$ cat config.mk
export PLATFORM = sky130hd
export DESIGN_NAME = ram_rmw_engine
export DESIGN_NICKNAME = d
export VERILOG_FILES = /design/src/rtl/ram_rmw_engine_pkg.sv /design/src/rtl/ram_rmw_engine_addr_gen.sv /design/src/rtl/ram_rmw_engine.sv
export SDC_FILE = /design/constraint.sdc
export NUM_CORES = 1
export LEC_CHECK = 0
export CORE_AREA = 2 2 98 100
export CTS_BUF_LIST = sky130_fd_sc_hd__clkbuf_2
export CTS_CLUSTER_SIZE = 8
export DETAILED_ROUTE_END_ITERATION = 7
export DIE_AREA = 0 0 100 102
export GPL_ROUTABILITY_DRIVEN = 1
export PLACE_DENSITY = 0.81
export REMOVE_ABC_BUFFERS = 1
export SKIP_CTS_REPAIR_TIMING = 1
export SYNTH_ARGS = -nofsm -noshare
export SYNTH_HDL_FRONTEND = slang
export SYNTH_SLANG_ARGS = --single-unit
$ cat constraint.sdc
create_clock -name clk -period 5.7 [get_ports clk]
set_input_delay 1.71 -clock clk [delete_from_list [all_inputs] [get_ports clk]]
set_output_delay 1.71 -clock clk [all_outputs]
set_load 0.005 [all_outputs]
$ cat src/rtl/ram_rmw_engine_pkg.sv
// Shared types and timing constants for the RAM read-modify-write engine.
package rmw_pkg;

  localparam int STATE_W  = 3;
  localparam int RD_LAT   = 1;
  localparam int WR_DELAY = 1;
  localparam int WAIT_W   = 2;

  typedef enum logic [STATE_W-1:0] {
    IDLE  = 3'd0,
    READ  = 3'd1,
    WRITE = 3'd2,
    DRAIN = 3'd3,
    DONE  = 3'd4
  } state_t;

endpackage

$ cat src/rtl/ram_rmw_engine_addr_gen.sv
// Address and word counter for one sweep: loads base/count, steps once per word,
// wraps the address at the array depth and flags the final word.
module rmw_addr_gen #(
  parameter int ADDR_WIDTH = 5
) (
  input  logic                  clk,
  input  logic                  rst,
  input  logic                  load,
  input  logic                  step,
  input  logic [ADDR_WIDTH-1:0] base,
  input  logic [ADDR_WIDTH:0]   count,
  output logic [ADDR_WIDTH-1:0] addr,
  output logic [ADDR_WIDTH-1:0] next_addr,
  output logic                  last
);

  logic [ADDR_WIDTH:0] remaining;

  assign next_addr = addr + {{(ADDR_WIDTH-1){1'b0}}, 1'b1};
  assign last      = (remaining == {{ADDR_WIDTH{1'b0}}, 1'b1});

  always_ff @(posedge clk) begin
    if (!rst) begin
      addr      <= '0;
      remaining <= '0;
    end else if (load) begin
      addr      <= base;
      remaining <= count;
    end else if (step) begin
      addr      <= next_addr;
      remaining <= remaining - {{ADDR_WIDTH{1'b0}}, 1'b1};
    end
  end

endmodule

$ cat src/rtl/ram_rmw_engine.sv
// Sweeps count words from base_addr through the single-port RAM, adding increment to each.
// Define RMW_SATURATE_EN for an unsigned saturating add instead of a wrapping one.
module ram_rmw_engine
  import rmw_pkg::*;
#(
  parameter int ADDR_WIDTH = 5,
  parameter int DATA_WIDTH = 32
) (
  input  logic                  clk,
  input  logic                  rst,
  input  logic                  start,
  input  logic [ADDR_WIDTH-1:0] base_addr,
  input  logic [ADDR_WIDTH:0]   count,
  input  logic [DATA_WIDTH-1:0] increment,
  output logic                  busy,
  output logic                  done,
  output logic [ADDR_WIDTH-1:0] raddr_0,
  output logic                  ren_0,
  input  logic [DATA_WIDTH-1:0] rdata_0,
  output logic [ADDR_WIDTH-1:0] waddr_0,
  output logic [DATA_WIDTH-1:0] wdata_0,
  output logic                  wen_0
);

  localparam logic [WAIT_W-1:0] RD_WAIT = WAIT_W'(RD_LAT - 1);
  localparam logic [WAIT_W-1:0] DR_WAIT = WAIT_W'(WR_DELAY - 1);

  state_t                  state;
  logic [DATA_WIDTH-1:0]   inc_q;
  logic [WAIT_W-1:0]       wait_cnt;
  logic                    ag_load;
  logic                    ag_step;
  logic [ADDR_WIDTH-1:0]   cur_addr;
  logic [ADDR_WIDTH-1:0]   nxt_addr;
  logic                    last_word;
  logic [DATA_WIDTH-1:0]   sum_val;

  assign ag_load = (state == IDLE) && start;
  assign ag_step = (state == WRITE);

  rmw_addr_gen #(
    .ADDR_WIDTH(ADDR_WIDTH)
  ) u_addr_gen (
    .clk       (clk),
    .rst       (rst),
    .load      (ag_load),
    .step      (ag_step),
    .base      (base_addr),
    .count     (count),
    .addr      (cur_addr),
    .next_addr (nxt_addr),
    .last      (last_word)
  );

  // rdata_0 is already a RAM register, so the add feeds the write port directly.
`ifdef RMW_SATURATE_EN
  logic [DATA_WIDTH:0] wide_sum;
  always_comb begin
    wide_sum = {1'b0, rdata_0} + {1'b0, inc_q};
    sum_val  = wide_sum[DATA_WIDTH] ? {DATA_WIDTH{1'b1}} : wide_sum[DATA_WIDTH-1:0];
  end
`else
  always_comb begin
    sum_val = rdata_0 + inc_q;
  end
`endif

  assign wdata_0 = wen_0 ? sum_val : '0;

  always_ff @(posedge clk) begin
    if (!rst) begin
      state    <= IDLE;
      busy     <= 1'b0;
      done     <= 1'b0;
      ren_0    <= 1'b0;
      wen_0    <= 1'b0;
      raddr_0  <= '0;
      waddr_0  <= '0;
      inc_q    <= '0;
      wait_cnt <= '0;
    end else begin
      done  <= 1'b0;
      ren_0 <= 1'b0;
      wen_0 <= 1'b0;
      case (state)
        IDLE: begin
          if (start) begin
            inc_q <= increment;
            busy  <= 1'b1;
            if (count == '0) begin
              state <= DONE;
              done  <= 1'b1;
            end else begin
              state    <= READ;
              ren_0    <= 1'b1;
              raddr_0  <= base_addr;
              wait_cnt <= RD_WAIT;
            end
          end
        end
        READ: begin
          if (wait_cnt != '0) begin
            wait_cnt <= wait_cnt - WAIT_W'(1);
          end else begin
            state   <= WRITE;
            wen_0   <= 1'b1;
            waddr_0 <= cur_addr;
          end
        end
        WRITE: begin
          if (last_word) begin
            state    <= DRAIN;
            wait_cnt <= DR_WAIT;
          end else begin
            state    <= READ;
            ren_0    <= 1'b1;
            raddr_0  <= nxt_addr;
            wait_cnt <= RD_WAIT;
          end
        end
        // Holds off done until the RAM's delayed write has reached the array.
        DRAIN: begin
          if (wait_cnt != '0) begin
            wait_cnt <= wait_cnt - WAIT_W'(1);
          end else begin
            state <= DONE;
            done  <= 1'b1;
          end
        end
        DONE: begin
          state <= IDLE;
          busy  <= 1'b0;
        end
        default: begin
          state <= IDLE;
          busy  <= 1'b0;
        end
      endcase
    end
  end

endmodule

## Word level (Yosys, flattened, before mapping)

Index checks and enable logic that the tools add are counted.

| operators by class | value |
|---|---|
| add/sub/neg operators | 4 |
| equal/unequal tests | 10 |
| multiplexer cells | 29 |
| bitwise gates (word level) | 2 |
| reductions and logical operators | 16 |

Operators with widths:

| operator | count |
|---|---|
| adder 32 bit | 1 |
| 2-to-1 mux 32 bit | 1 |
| 2-to-1 mux 5 bit | 5 |
| 2-to-1 mux 3 bit | 4 |
| 2-to-1 mux 6 bit | 2 |
| case mux 3 bit (4 select lines) | 1 |
| != test 2 bit (second input constant) | 5 |
| case mux 5 bit (2 select lines) | 1 |
| 2-to-1 mux 2 bit | 4 |
| AND reduction 2 bit | 4 |
| AND reduction 4 bit | 2 |
| 2-to-1 mux 1 bit | 7 |
| equality test 3 x 2 -> 1 bit (second input constant) | 2 |
| equality test 6 x 1 -> 1 bit (second input constant) | 1 |
| logical NOT 6 bit | 1 |
| case mux 1 bit (2 select lines) | 3 |
| case mux 2 bit (3 select lines) | 1 |
| nonzero test 2 bit | 3 |
| subtractor 6 x 1 -> 6 bit (second input constant) | 1 |
| adder 5 x 1 -> 5 bit (second input constant) | 1 |
| equality test 3 x 1 -> 1 bit (second input constant) | 1 |
| logical NOT 3 bit | 1 |
| AND reduction 3 bit | 1 |
| nonzero test 3 bit | 1 |
| other kinds (6) | 7 |

| word-level totals | value |
|---|---|
| register bits | 62 |
| bits of input ports | 78 |
| output and inout bits | 46 |
| logic and storage cells | 72 |

## Longest topological paths before layout

Gate-level depths: netlist of the first run.

| logic depth | value |
|---|---|
| depth after elaboration | 4 |
| depth in mapped cells | 10 |
| depth with buffers taken out | 10 |

## Modules after synthesis

From an unflattened synthesis of the first run, not the netlist that was laid out.

| second synthesis, totals | value |
|---|---|
| cells, all modules | 595 |
| area total of the unflattened synthesis | 4584.4 um2 |

Modules (own cells, without submodules):

| module | times used | cells each | area each (um2) | sequential area each (um2) |
|---|---|---|---|---|
| ram_rmw_engine | 1 | 520 | 3943.8 | 1021.0 |
| rmw_addr_gen | 1 | 75 | 640.6 | 220.2 |

## Worst setup path after synthesis of the first run

Ideal clock, no wire load.

| timing | value |
|---|---|
| path type | input-to-output |
| from | in rdata_0[0] |
| to | out wdata_0[30] |
| data arrival time | 3.697 ns |
| required time | 3.990 ns |
| path slack | 0.293 ns |
| cell stages on the path | 10 |
| path buffers | 0 |
| cell sequence | ha_1 > inv_1 > fa_1 > nor2b_4 > o2111ai_1 > a21oi_1 > nor4_4 > a2111oi_2 > a21bo_1 > mux2i_1 |

| between the ends | value |
|---|---|
| word-level cells in the longest chain between the ends | 2 |

RTL lines:

| item | RTL line | RTL |
|---|---|---|
| from (decl) | ram_rmw_engine.sv:19 | `input logic [DATA_WIDTH-1:0] rdata_0,` |
| adder 32 bit | ram_rmw_engine.sv:64 | `sum_val = rdata_0 + inc_q;` |
| 2-to-1 mux 32 bit | ram_rmw_engine.sv:68 | `assign wdata_0 = wen_0 ? sum_val : '0;` |
| to (decl) | ram_rmw_engine.sv:21 | `output logic [DATA_WIDTH-1:0] wdata_0,` |

Every way passes these cells.

## Worst setup path after layout of the first run

| timing | value |
|---|---|
| from | in rdata_0[1] |
| to | out wdata_0[11] |

The elaborated chain is that of the path after synthesis.

==> results of run 1 <==
==> per-layer routing <==
layer / global-route usage [%] / vias up
li1: - / 2610
met1: 40.3 / 2708
met2: 49.1 / 396
met3: 4.24 / 87
met4: 8.75 / 0
met5: 0 / -
==> critical path: stages <==
cell and delay (ns):
dlymetal6s2s_1 0.14, buf_4 0.13, ha_1 0.29, a21oi_2 0.07
nand4b_1 0.28, a21oi_4 0.28, buf_6 0.16, nor2_2 0.05
o21ai_1 0.16, xnor2_1 0.11, nor2_1 0.11, clkdlybuf4s50_1 0.52
==> state kept, by name, indices dropped and copies added, names as in the netlist <==
| name | count |
|---|---|
| busy | 1 |
| state | 3 |
| ren_0 | 1 |
| waddr_0 | 5 |
| u_addr_gen.remaining | 6 |
| raddr_0 | 5 |
| done | 1 |
| inc_q | 32 |
| wen_0 | 1 |
| u_addr_gen.addr | 5 |
| wait_cnt | 2 |
==> power groups by stage <==
stage | Combinational (W) | Clock, W | Sequential [W]
floorplan | 0.000258 | 0 | 0.000501
global placement | 0.000495 | 0 | 0.000507
detailed placement | 0.000507 | 0 | 0.000508
CTS | 0.000512 | 0.000297 | 0.000499
global route | 0.000649 | 0.000322 | 0.000512
finish | 0.000608 | 0.000300 | 0.000507
==> how the worst min path moves through the flow <==
stage                     cells past startpoint               startpoint                 endpoint
final                                         2  raddr_0[2]$_SDFFE_PN0P_  raddr_0[2]$_SDFFE_PN0P_
after global routing                          2  raddr_0[2]$_SDFFE_PN0P_  raddr_0[2]$_SDFFE_PN0P_
after CTS                                     2  raddr_0[2]$_SDFFE_PN0P_  raddr_0[2]$_SDFFE_PN0P_
after detailed placement                      2  raddr_0[2]$_SDFFE_PN0P_  raddr_0[2]$_SDFFE_PN0P_
after global placement                        2  raddr_0[3]$_SDFFE_PN0P_  raddr_0[3]$_SDFFE_PN0P_
after floorplan                               2    inc_q[0]$_SDFFE_PN0P_    inc_q[0]$_SDFFE_PN0P_
==> per-stage QoR <==
step	setup WS [ns]	hold WS, ns	total power [W]	instances
after floorplan	0.293	0.440	0.000760	592
after global placement	-0.761	0.442	0.00100	918
after detailed placement	-0.877	0.448	0.00102	918
after CTS	-0.887	0.474	0.00131	934
after global routing	-0.112	0.504	0.00148	946
final	-0.0146	0.471	0.00142	947
==> area by class of cell <==
class | count | area, um2
sequential | 62 | 1240
inverter | 19 | 71.3
multi-input combinational | 511 | 3630
clock buffer | 9 | 45.0
antenna | 1 | 2.50
fill | 566 | 1820
timing repair buffer | 227 | 2080
tap | 111 | 139
clock inverter | 7 | 73.8
==> cells by family after synthesis <==
| family | share of synthesized area (%) |
|---|---|
| mux | 2.46 |
| flops | 27.7 |
| buf+inv | 4.31 |
| xor+xnor | 4.31 |
| simple gates | 26.6 |
| fa+ha+maj | 10.2 |
| compound gates | 24.4 |
==> placed cells by master (no fill, tap or decap), types with 4 or more instances in the layout <==
master / instances
o221ai_1: 6
nand2_1: 117
o21ai_0: 22
nand2b_1: 6
a21oi_4: 5
nor3_1: 12
dfxtp_1: 62
a21oi_2: 11
nand4_1: 7
xor2_1: 8
a31oi_1: 4
nand3_1: 14
buf_4: 102
o21ai_1: 8
mux2i_1: 11
clkinvlp_4: 4
and2_1: 7
clkbuf_2: 11
a21o_1: 12
clkdlybuf4s50_1: 80
buf_2: 4
o21a_1: 8
a21oi_1: 71
ha_4: 23
nor2_1: 67
ha_1: 10
inv_1: 15
a211o_1: 4
dlymetal6s2s_1: 36
xnor2_1: 14
==> metrics, run 1 <==
run status finished, violations left; failing checks setup timing; Clk pwr share 21.2%; core area 9110 um2; worst r2r path cells 6; initial antenna violation count 0; P_sw 0.000543 W; Flop pwr share 35.8%; Syn Area/Cell 7.17 um2; IO buf count 123; count leader, synth nand2_1; initial DRC count 565; routed length on met3 1590 um; critical path launch point rdata_0[1]; grt total ovfl 0; synth top area cells dfxtp_1 28%, nand2_1 9.8%, ha_1 9.8%; Die ar. 10200 um2; final instance area 7290 um2; first-pass GRT wire length 24400 um; Leak Pwr 3.34 nW; RR Endpoint inc_q[15]$_SDFFE_PN0P_; Final Hold Fails 0; Startpoint Class primary input; CTS tree yes; FMAX 175 MHz; Worst EP required 3.99 ns; cell taking the most area after synthesis dfxtp_1; met1 WL 7470 um; Max Slew Vio Count 0; Worst VDD drop 0.140 mV; sequential area share after synthesis 27.7%; Crit Path Category primary input to output port; uppermost routed layer met4; pwr/cell area 194 nW/um2; Total GRT Usage 29.6%; cts bufs inserted 9; Reg2Reg Setup Slack 3.34 ns; mapped cell area 4470 um2; Netlist cell types 59; Final Setup Violations 1; layout cells sized above 1 24.8%; drt total wl 18200 um; Pint 0.000872 W; detailed-route DRC error count 0; logic gate share of total power 43.0%; Util after Layout 80.0%; CTS max path bufs 2; drt pass-1 iters 6; Ys Warns 0; clk_skew 0.0394 ns; antenna-violating nets left 0; starting density of the core 49.1%; number of synthesized flops with an enable pin 0; top post-synthesis cells by count 117 x nand2_1, 85 x a21oi_1, 70 x nor2_1; Critical Path AT 4.00 ns; Slew @ Worst Pin 0.947 ns; Synth Register Bits 62; clock root cell clkbuf_2; H-tree Lvls 3; Final TNS setup -0.0146 ns; post-DR wirelength/cell 19.2 um; Nets 944; std cell rows 35; Worst Setup End Kind output port; Relative slew margins 36.8%; CTS sink count 62; clk slew on worst S/H paths 0.21 ns; largest net degree at the start of global routing 51; io pins 124; met2 WL post-DR 8450 um; Worst Setup Slack, final -0.0146 ns; final worst path period share 100%; max-capacitance violation count 0; Min-Delay Path Class flop to flop; placed inst area 6420 um2; die width 100 um; prevailing post-synth register cell dfxtp_1; vias in the first global route 5128; CP max FO 3; DP HPWL 11400 um; worst r2r src state[1]$_SDFFE_PN0P_; worst setup path end wdata_0[11]; vias post-DR 5801; clk_lat worst skew 0.56 ns; Die H 102 um; share of the synthesized area in the top cell type 27.7%; Gate Count Post-Synth 624; RePlAce Congestion 0.917; Final min period 5.71 ns; drt via density 6.13; Layout area overhead 62.9%; FFs w/ async S/R, synth 0%; Sw Share 38.4%
No activity file was read; power rests on OpenSTA's default activity.
==> run 2: changes to the inputs <==
GPL_ROUTABILITY_DRIVEN = 0   (was 1)
==> metrics, run 2 (synthesized netlist as in run 1, its figures left out) <==
run status finished, violations left; failing checks setup timing; P_sw 0.000552 W; max reg flops 32; most frequent cells in the layout 116 x nand2_1, 106 x buf_4, 83 x clkdlybuf4s50_1; IO buf count 123; Critical Path AT 4.17 ns; antenna-violating nets left 0; pre-CTS setup slack -0.783 ns; std cell rows 35; Reg2Reg Setup Slack 2.93 ns; worst r2r path cells 5; Clk pwr share 23.6%; DP HPWL 11200 um; critical path's slowest cell a2111oi_4; Top reg by flops inc_q; final instance area 7290 um2; Total GRT Usage 27.7%; CP max FO 4; Max Slew Vio Count 0; Pint 0.000928 W; Worst EP required 3.99 ns; crit-path cells buf_6 > ha_4 > inv_2 > fa_2 > nor2b_4 > o2111ai_4 > a21oi_2 > nor4_4 > buf_4 > a2111oi_4 > buf_4 > a21bo_4 > mux2i_1 > buf_2; Hold Path Stages 2; drt via density 6.24; Sw Share 37.3%; starting density of the core 49.1%; Final Setup Violations 13; initial DRC count 720; clk_skew 0.0388 ns; Die H 102 um; logic gate share of total power 42.2%; Worst Setup End Kind output port; layout cells sized above 1 25.0%; pwr/cell area 203 nW/um2; Leak Pwr 3.34 nW; clk_lat worst skew 0.57 ns; clock root cell clkbuf_2; first-pass GRT wire length 22700 um; Startpoint Class primary input; CTS max path bufs 2; final hold slack 0.475 ns; grt total ovfl 0; Flop pwr share 34.2%; Die ar. 10200 um2; cts bufs inserted 9; detailed-route DRC error count 0; placed inst area 6410 um2; Final Hold Fails 0; Nets 948; Max stage delay on crit path 0.41 ns; drt pass-1 iters 6; vias in the first global route 4982; vias post-DR 5932; Min-Delay Path Class flop to flop; Antenna Cells 0; H-tree Lvls 3; FMAX 170 MHz; RSZ-0062 raised after global routing true; Worst VDD drop 0.163 mV; CTS sink count 62; initial antenna violation count 0; Layout area overhead 62.9%; post-DR wirelength/cell 20.3 um; cell mode on critical path buf_4; drt total wl 19300 um; Slew @ Worst Pin 1.06 ns; Final min period 5.88 ns; biggest regs inc_q (32), u_addr_gen.remaining (6); die width 100 um; most common cell after layout, fill and taps aside nand2_1; io pins 124; Relative slew margins 28.8%; max-capacitance violation count 0; final worst path period share 103%; clk slew on worst S/H paths 0.21 ns; largest net degree at the start of global routing 51; core area 9110 um2; Worst Setup Slack, final -0.181 ns; CTS tree yes; Crit Path Category primary input to output port
## run 2: cell types whose count changed in the layout (fill, tap and decap cells not counted), moves of 2 or more
cell             before  now
clkinvlp_4            4    2
a21oi_4               5    3
buf_4               102  106
nor3_1               12   14
a31oi_2               0    2
a21oi_2              11   13
o21ai_2               3    5
dlymetal6s2s_1       36   33
nor3_2                2    0
clkdlybuf4s50_1      80   83
## run 2: path summary, 6_finish.rpt
check / endpoint / startpoint
hold reg to reg: inc_q[29]$_SDFFE_PN0P_ / inc_q[29]$_SDFFE_PN0P_
setup reg to reg: inc_q[12]$_SDFFE_PN0P_ / state[0]$_SDFFE_PN0P_
hold / removal: inc_q[29]$_SDFFE_PN0P_ / inc_q[29]$_SDFFE_PN0P_
setup / recovery: wdata_0[30] / rdata_0[0]
## run 2: layout make-up
class                           instances  area, um2
Multi-Input combinational cell        511       3590
Clock buffer                            9       45.0
Timing Repair Buffer                  231       2100
Inverter                               19       71.3
Fill cell                             514       1820
Tap cell                              111        139
Clock inverter                          7        104
Sequential cell                        62       1240
## run 2: stage by stage
stage	total power, W	std cells	TNS, ns	util [%]
finish	0.00148	950	-1.08	80.0
global placement	0.000997	917	-10.39	70.4
global route	0.00154	950	-2.21	80.0
CTS	0.00136	933	-12.22	72.0
detailed placement	0.00101	917	-12.06	70.4
floorplan	0.000760	592	0	-
## run 2: routing by layer
layer | track usage (%) | up-vias | share of wire (%)
li1 | - | 2606 | -
met1 | 35.1 | 2730 | 39
met2 | 47.9 | 477 | 47
met3 | 4.86 | 119 | 10
met4 | 9.38 | 0 | 4.6
met5 | 0 | - | 0
## run 2: power by group through the flow
stage | sequential [W] | combinational, W | clock, W
after floorplan | 0.000501 | 0.000258 | 0
after global placement | 0.000506 | 0.000490 | 0
after detailed placement | 0.000508 | 0.000507 | 0
after CTS | 0.000499 | 0.000510 | 0.000351
after global routing | 0.000510 | 0.000658 | 0.000369
final | 0.000507 | 0.000625 | 0.000349
## run 2: worst max-delay path, delay by kind of cell
kind            cells  cell delay [ns]
fa+ha+maj           2             0.51
compound gates      4             0.90
simple gates        2             0.23
buf+inv             5             0.64
mux                 1             0.19
